File: src/rtl/buzzer_seq.sv
// Multi-channel prioritised alarm sounder for a DC buzzer.
// Beep pattern ON/OFF x BEEPS then GAP; continuous channels, preemption and auto-silence.
//
// state | meaning
// ------+-----------------------------------------------
// IDLE  | nothing sounding, prescaler held at 0
// ON    | buzzer driven high for ON_MS ticks
// OFF   | buzzer low between beeps for OFF_MS ticks
// GAP   | silence after a full burst for GAP_MS ticks
module buzzer_seq #(
  parameter int NUM_CH     = 2,
  parameter int CLK_HZ     = 100_000_000,
  parameter int TICK_HZ    = 1000,
  parameter int ON_MS      = 400,
  parameter int OFF_MS     = 400,
  parameter int BEEPS      = 3,
  parameter int GAP_MS     = 1000,
  parameter int TIMEOUT_MS = 60000,
  parameter logic [NUM_CH-1:0] CONT_MASK = '0
) (
  input  logic              clk,
  input  logic              reset,
  input  logic [NUM_CH-1:0] req,
  input  logic              btn_clear,
  output logic              buzz,
  output logic [NUM_CH-1:0] active,
  output logic              busy
);

  localparam int DIV   = CLK_HZ / TICK_HZ;
  localparam int DIV_W = $clog2(DIV);
  localparam logic [DIV_W-1:0] PRESC_TC = DIV_W'(DIV - 1);
  localparam logic [15:0] ON_LD  = 16'(ON_MS - 1);
  localparam logic [15:0] OFF_LD = 16'(OFF_MS - 1);
  localparam logic [15:0] GAP_LD = 16'(GAP_MS - 1);
  localparam logic [31:0] TMO_LD = (TIMEOUT_MS > 0) ? 32'(TIMEOUT_MS - 1) : 32'd0;
  localparam logic [8:0]  BEEPS_N = 9'(BEEPS);

  typedef enum logic [1:0] {ST_IDLE, ST_ON, ST_OFF, ST_GAP} state_t;

  state_t             state, state_nxt;
  logic [NUM_CH-1:0]  pending, pending_nxt;
  logic [NUM_CH-1:0]  req_d;
  logic [NUM_CH-1:0]  active_nxt;
  logic [7:0]         beep_cnt, beep_nxt;
  logic [15:0]        phase, phase_nxt;
  logic [31:0]        tmo, tmo_nxt;
  logic [DIV_W-1:0]   presc, presc_nxt;

  logic [NUM_CH-1:0]  rise, cand, sel_oh;
  logic               tick, expire, cont_act, do_start;
  logic [8:0]         beep_inc;

  assign rise     = req & ~req_d;
  assign cand     = pending | rise;
  assign tick     = (state != ST_IDLE) && (presc == PRESC_TC);
  assign expire   = (TIMEOUT_MS != 0) && tick && (tmo == 32'd0);
  assign cont_act = |(active & CONT_MASK);
  assign beep_inc = {1'b0, beep_cnt} + 9'd1;

  // Ascending scan: the highest set index wins.
  always_comb begin
    sel_oh = '0;
    for (int i = 0; i < NUM_CH; i++) begin
      if (cand[i]) begin
        sel_oh    = '0;
        sel_oh[i] = 1'b1;
      end
    end
  end

  always_comb begin
    state_nxt   = state;
    pending_nxt = pending | rise;
    active_nxt  = active;
    beep_nxt    = beep_cnt;
    phase_nxt   = phase;
    tmo_nxt     = tmo;
    do_start    = 1'b0;

    if (state == ST_IDLE || tick) presc_nxt = '0;
    else                          presc_nxt = presc + 1'b1;
    if (tick && tmo != 32'd0)   tmo_nxt   = tmo - 32'd1;
    if (tick && phase != 16'd0) phase_nxt = phase - 16'd1;

    if (btn_clear) begin
      pending_nxt = '0;
      state_nxt   = ST_IDLE;
      active_nxt  = '0;
      beep_nxt    = '0;
      phase_nxt   = '0;
      tmo_nxt     = '0;
      presc_nxt   = '0;
    end else if (state == ST_IDLE) begin
      do_start = |cand;
    end else begin
      if (expire) pending_nxt = pending_nxt & ~active;
      // The active channel stays pending, so a different winner means a higher arm.
      if (sel_oh != active) begin
        do_start = 1'b1;
      end else if (expire) begin
        state_nxt  = ST_IDLE;
        active_nxt = '0;
        beep_nxt   = '0;
        phase_nxt  = '0;
        tmo_nxt    = '0;
      end else if (tick && phase == 16'd0) begin
        case (state)
          ST_ON: begin
            state_nxt = ST_OFF;
            phase_nxt = OFF_LD;
          end
          ST_OFF: begin
            beep_nxt = beep_inc[7:0];
            if (cont_act || beep_inc < BEEPS_N) begin
              state_nxt = ST_ON;
              phase_nxt = ON_LD;
            end else begin
              state_nxt = ST_GAP;
              phase_nxt = GAP_LD;
            end
          end
          ST_GAP: begin
            state_nxt = ST_ON;
            beep_nxt  = '0;
            phase_nxt = ON_LD;
          end
          default: state_nxt = ST_IDLE;
        endcase
      end
    end

    if (do_start) begin
      state_nxt  = ST_ON;
      active_nxt = sel_oh;
      beep_nxt   = '0;
      phase_nxt  = ON_LD;
      tmo_nxt    = TMO_LD;
      presc_nxt  = '0;
    end
  end

  always_ff @(posedge clk or negedge reset) begin
    if (!reset) begin
      state    <= ST_IDLE;
      pending  <= '0;
      req_d    <= '1;
      active   <= '0;
      beep_cnt <= '0;
      phase    <= '0;
      tmo      <= '0;
      presc    <= '0;
      buzz     <= 1'b0;
      busy     <= 1'b0;
    end else begin
      state    <= state_nxt;
      pending  <= pending_nxt;
      req_d    <= req;
      active   <= active_nxt;
      beep_cnt <= beep_nxt;
      phase    <= phase_nxt;
      tmo      <= tmo_nxt;
      presc    <= presc_nxt;
      buzz     <= (state_nxt == ST_ON);
      busy     <= |pending_nxt;
    end
  end

endmodule
File: config.mk
export PLATFORM = sky130hd
export DESIGN_NAME = buzzer_seq
export DESIGN_NICKNAME = d
export VERILOG_FILES = /design/src/rtl/buzzer_seq.sv
export SDC_FILE = /design/constraint.sdc
export NUM_CORES = 1
export LEC_CHECK = 0
export BUFFER_PORTS_ARGS = -buffer_cell sky130_fd_sc_hd__buf_4
export CAP_MARGIN = 20
export CORE_UTILIZATION = 54
export DETAILED_ROUTE_END_ITERATION = 16
export PLACE_DENSITY_LB_ADDON = 0.2
export SETUP_SLACK_MARGIN = 0.15
export SYNTH_ARGS = -nofsm -noshare
export SYNTH_HDL_FRONTEND = slang
export SYNTH_SLANG_ARGS = --single-unit
File: constraint.sdc
create_clock -name clk -period 3.49 [get_ports clk]
set_clock_uncertainty 0.15 [all_clocks]
set_input_delay 0.5235 -clock clk [delete_from_list [all_inputs] [get_ports clk]]
set_output_delay 0.5235 -clock clk [all_outputs]
set_load 0.05 [all_outputs]
==> flow_summary_export.csv <==
group,metric,value,unit
layout,final_util,60.9,%
layout,fillers,691,
synth,yosysTopAreaCell,"dfrtp_1",
detailed_routing,drc,0,
timing,rsz0062_at_grt,"false",
grt,track_usage,23.4,%
timing,fin_ws,474,ps
power,power.internal,1.60,mW
placement,placed_area,0.00475,sq mm
timing,slew_headroom,52.1,%
clocking,clock_path_buffers,2,
worst_setup_path,cp.buffers_inverters,1,
layout,nets,489,
worst_setup_path,crit_top_cell,"nor2_1",
clocking,cts-buffers-inserted,9,
layout,drive_above_1_share,12.2,%
worst_setup_path,cp_slowest_stage_delay,550,ps
synth,synth.area.top_cells,"dfrtp_1 (44%), xnor2_1 (7.1%), nor2_1 (5.5%)",
worst_setup_path,worst_setup_path_start_kind,"flip-flop",
clocking,clk_latency,370,ps
synth,ys_seq_area_share,45.3,%
power,p_seq_share,48.1,%
power,ir_worst_vdd,0.191,mV
timing,min_period_over_period,86.4,%
synth,synthCells,468,
detailed_routing,wire_per_inst,15.9,microns
synth,ys.flop_type,"dfrtp_1",
layout,finalInstanceArea,0.00500,sq mm
clocking,root_buffer,"clkbuf_8",
synth,syn-num-nets,478,
placement,dp_hpwl,6430,microns
placement,gp_congestion,0.883,
synth,ys_async_sr_fraction,100,%
clocking,cts_tree,"done",
detailed_routing,drt_first_pass_iters,4,
worst_setup_path,path_class,"flip-flop to flip-flop",
worst_setup_path,worstPathArrival,3090,ps
power,leakage,2.07,nW
clocking,cts_max_level,3,
timing,max_freq,332,MHz
clocking,cts.sinks,83,
clocking,postCtsHoldBufs,0,
clocking,clk_pin_slew,80,ps
floorplan,num_rows,33,
worst_setup_path,slowest_stage,"or3_1",
floorplan,io_pins,9,
worst_setup_path,crit_chain,"nor2b_1 > nor2_1 > inv_1 > ha_1 > and3_1 > mux2i_1 > a21o_1 > or3_1 > nor2_1",
grt,grt-ovfl-total,0,
power,switching_share,28.7,%
grt,grt_pass1_wl,16200,microns
grt,grt_antenna_before_repair,0,
clocking,cts_setup_buffers,0,
grt,grt_max_degree,84,
floorplan,design.core.area,0.00822,sq mm
status,violations,"hold timing",
floorplan,start_util,55.9,%
layout,syn2layout_area_growth,8.97,%
synth,synth_area_per_cell,9.81,sq um
power,power_frac_clock,35.0,%
layout,final_common_cell,"dfrtp_1",
placement,place_ws,250,ps
synth,syn_area,0.00459,sq mm
synth,synth-seq-cells,83,
timing,slew_viol_final,0,
synth,synth_top_area_share,44.2,%
layout,final_cell_mix,"dfrtp_1 (81), nor2_1 (67), xnor2_1 (37), xor2_1 (22), nor4_1 (21)",
worst_setup_path,end_kind,"flip-flop",
detailed_routing,wl,9350,microns
detailed_routing,drt_iter0_drc,144,
synth,synth_warnings,0,
floorplan,die_w,94.2,microns
layout,antenna_cells,0,
placement,io_buffer_count,8,
status,status,"finished, violations left",
detailed_routing,via_count,3450,
power,p_per_area,448,mW/mm^2
worst_setup_path,crit_fanout,17,
worst_setup_path,cp_top_family,"simple AND/OR/NAND/NOR gates",
detailed_routing,ant_nets,0,
synth,synth_cell_types,63,
timing,hold_viol,35,
floorplan,die_h,94.2,microns
power,p_switching,643,uW
synth,synth-edff-count,0,
timing,finalSetupTns,0,ps
timing,hold_ws,-29.9,ps
worst_hold_path,hold_class,"primary input to asynchronous set/reset pin",
detailed_routing,via_per_inst,5.86,
floorplan,design.die.area,0.00887,sq mm
timing,finalCriticalPeriod,3020,ps
timing,tightest_slew,714,ps
clocking,cts_resized,0,
worst_setup_path,required,3560,ps
grt,grt_pass1_vias,3529,
timing,final-setup-viol-count,0,
power,comb_power_share,16.9,%
job,maxCapViolCount,0,
-- stage by stage --
step / cells / power [mW]
after floorplan: 468 / 1.36
after CTS: 588 / 2.26
after detailed placement: 572 / 1.47
final: 589 / 2.24
after global routing: 589 / 2.34
after global placement: 572 / 1.46
-- layout make-up --
class                           instances  area [sq um]  share of cell area, %
Multi-Input combinational cell        355          2360                   47.2
Inverter                               12          45.0                  0.901
Clock buffer                           12           155                   3.10
Timing Repair Buffer                   18           155                   3.10
Clock inverter                          4          72.6                   1.45
Sequential cell                        83          2080                   41.6
Tap cell                              105           131                   2.63
-- sequential cells by signal, summed over array words and instances, names as in the netlist, 2 cells and up --
| register | cells |
|---|---|
| tmo | 32 |
| presc | 17 |
| phase | 16 |
| beep_cnt | 8 |
| active | 2 |
| pending | 2 |
| req_d | 2 |
| state | 2 |
-- worst register-to-register path, delay by kind of cell, from the launching register on --
| kind | cells | cell delay (ps) |
|---|---|---|
| DFF | 1 | 520 |
| AOI/OAI and AO/OA | 1 | 350 |
| adders and majority gates | 1 | 320 |
| buffers and inverters | 1 | 80 |
| muxes | 1 | 370 |
| and+or+nand+nor | 5 | 1080 |
-- kinds of logic (layout without fill, tap and decap cells) --
kind of cell | count (synthesis) | after routing | share of synthesized area, %
AND/OR/NAND/NOR | 220 | 220 | 27.1
adder cells (fa/ha/maj) | 5 | 5 | 1.36
XOR/XNOR | 59 | 59 | 11.3
buffers and inverters | 30 | 46 | 3.22
flip-flops | 83 | 83 | 45.3
AO/OA/AOI/OAI | 67 | 67 | 10.8
multiplexers | 4 | 4 | 0.927
-- metal layers --
layer  routed length [microns]  part of all wire, %  up-vias  track usage (%)
met5                         0                    0        -                0
met4                       127                  1.4        0             12.2
met3                       337                  3.6        9             2.99
met2                      4470                   48       56             38.0
met1                      4420                   47     1694             30.5
li1                          -                    -     1691                -
-- synthesized netlist by cell type, types with 4 or more instances --
master / n
a211oi_1: 7
a21o_1: 8
a21oi_1: 7
and3_1: 12
and4_1: 5
buf_2: 7
buf_4: 5
clkbuf_1: 5
dfrtp_1: 81
ha_1: 5
inv_1: 12
nand2_1: 16
nand2b_1: 11
nand3_1: 16
nand3b_1: 4
nand4_1: 6
nor2_1: 67
nor2b_1: 6
nor3_1: 16
nor4_1: 21
nor4b_1: 4
o21ai_0: 18
or2_2: 5
or3_1: 7
xnor2_1: 37
xor2_1: 22
-- path summary, 6_finish.rpt --
check                           slack, ps          end      from  cells after the start
worst min register to register        340     presc[0]  presc[0]                      1
worst max register to register        470    presc[10]  req_d[1]                      9
worst max-delay path                  470    presc[10]  req_d[1]                      9
worst min-delay path                  -30  beep_cnt[4]     reset                      1
min in group clk                      110     req_d[1]    req[1]                      1
max in group asynchronous            2620     phase[9]     reset                      2
-- power groups by stage --
stage	Combinational, mW	Sequential (mW)	Clock (mW)
detailed placement	0.375	1.09	0
global placement	0.366	1.09	0
CTS	0.377	1.08	0.803
global route	0.421	1.08	0.839
finish	0.379	1.08	0.782
floorplan	0.253	1.10	0
Power figures use the tool's default switching activity.
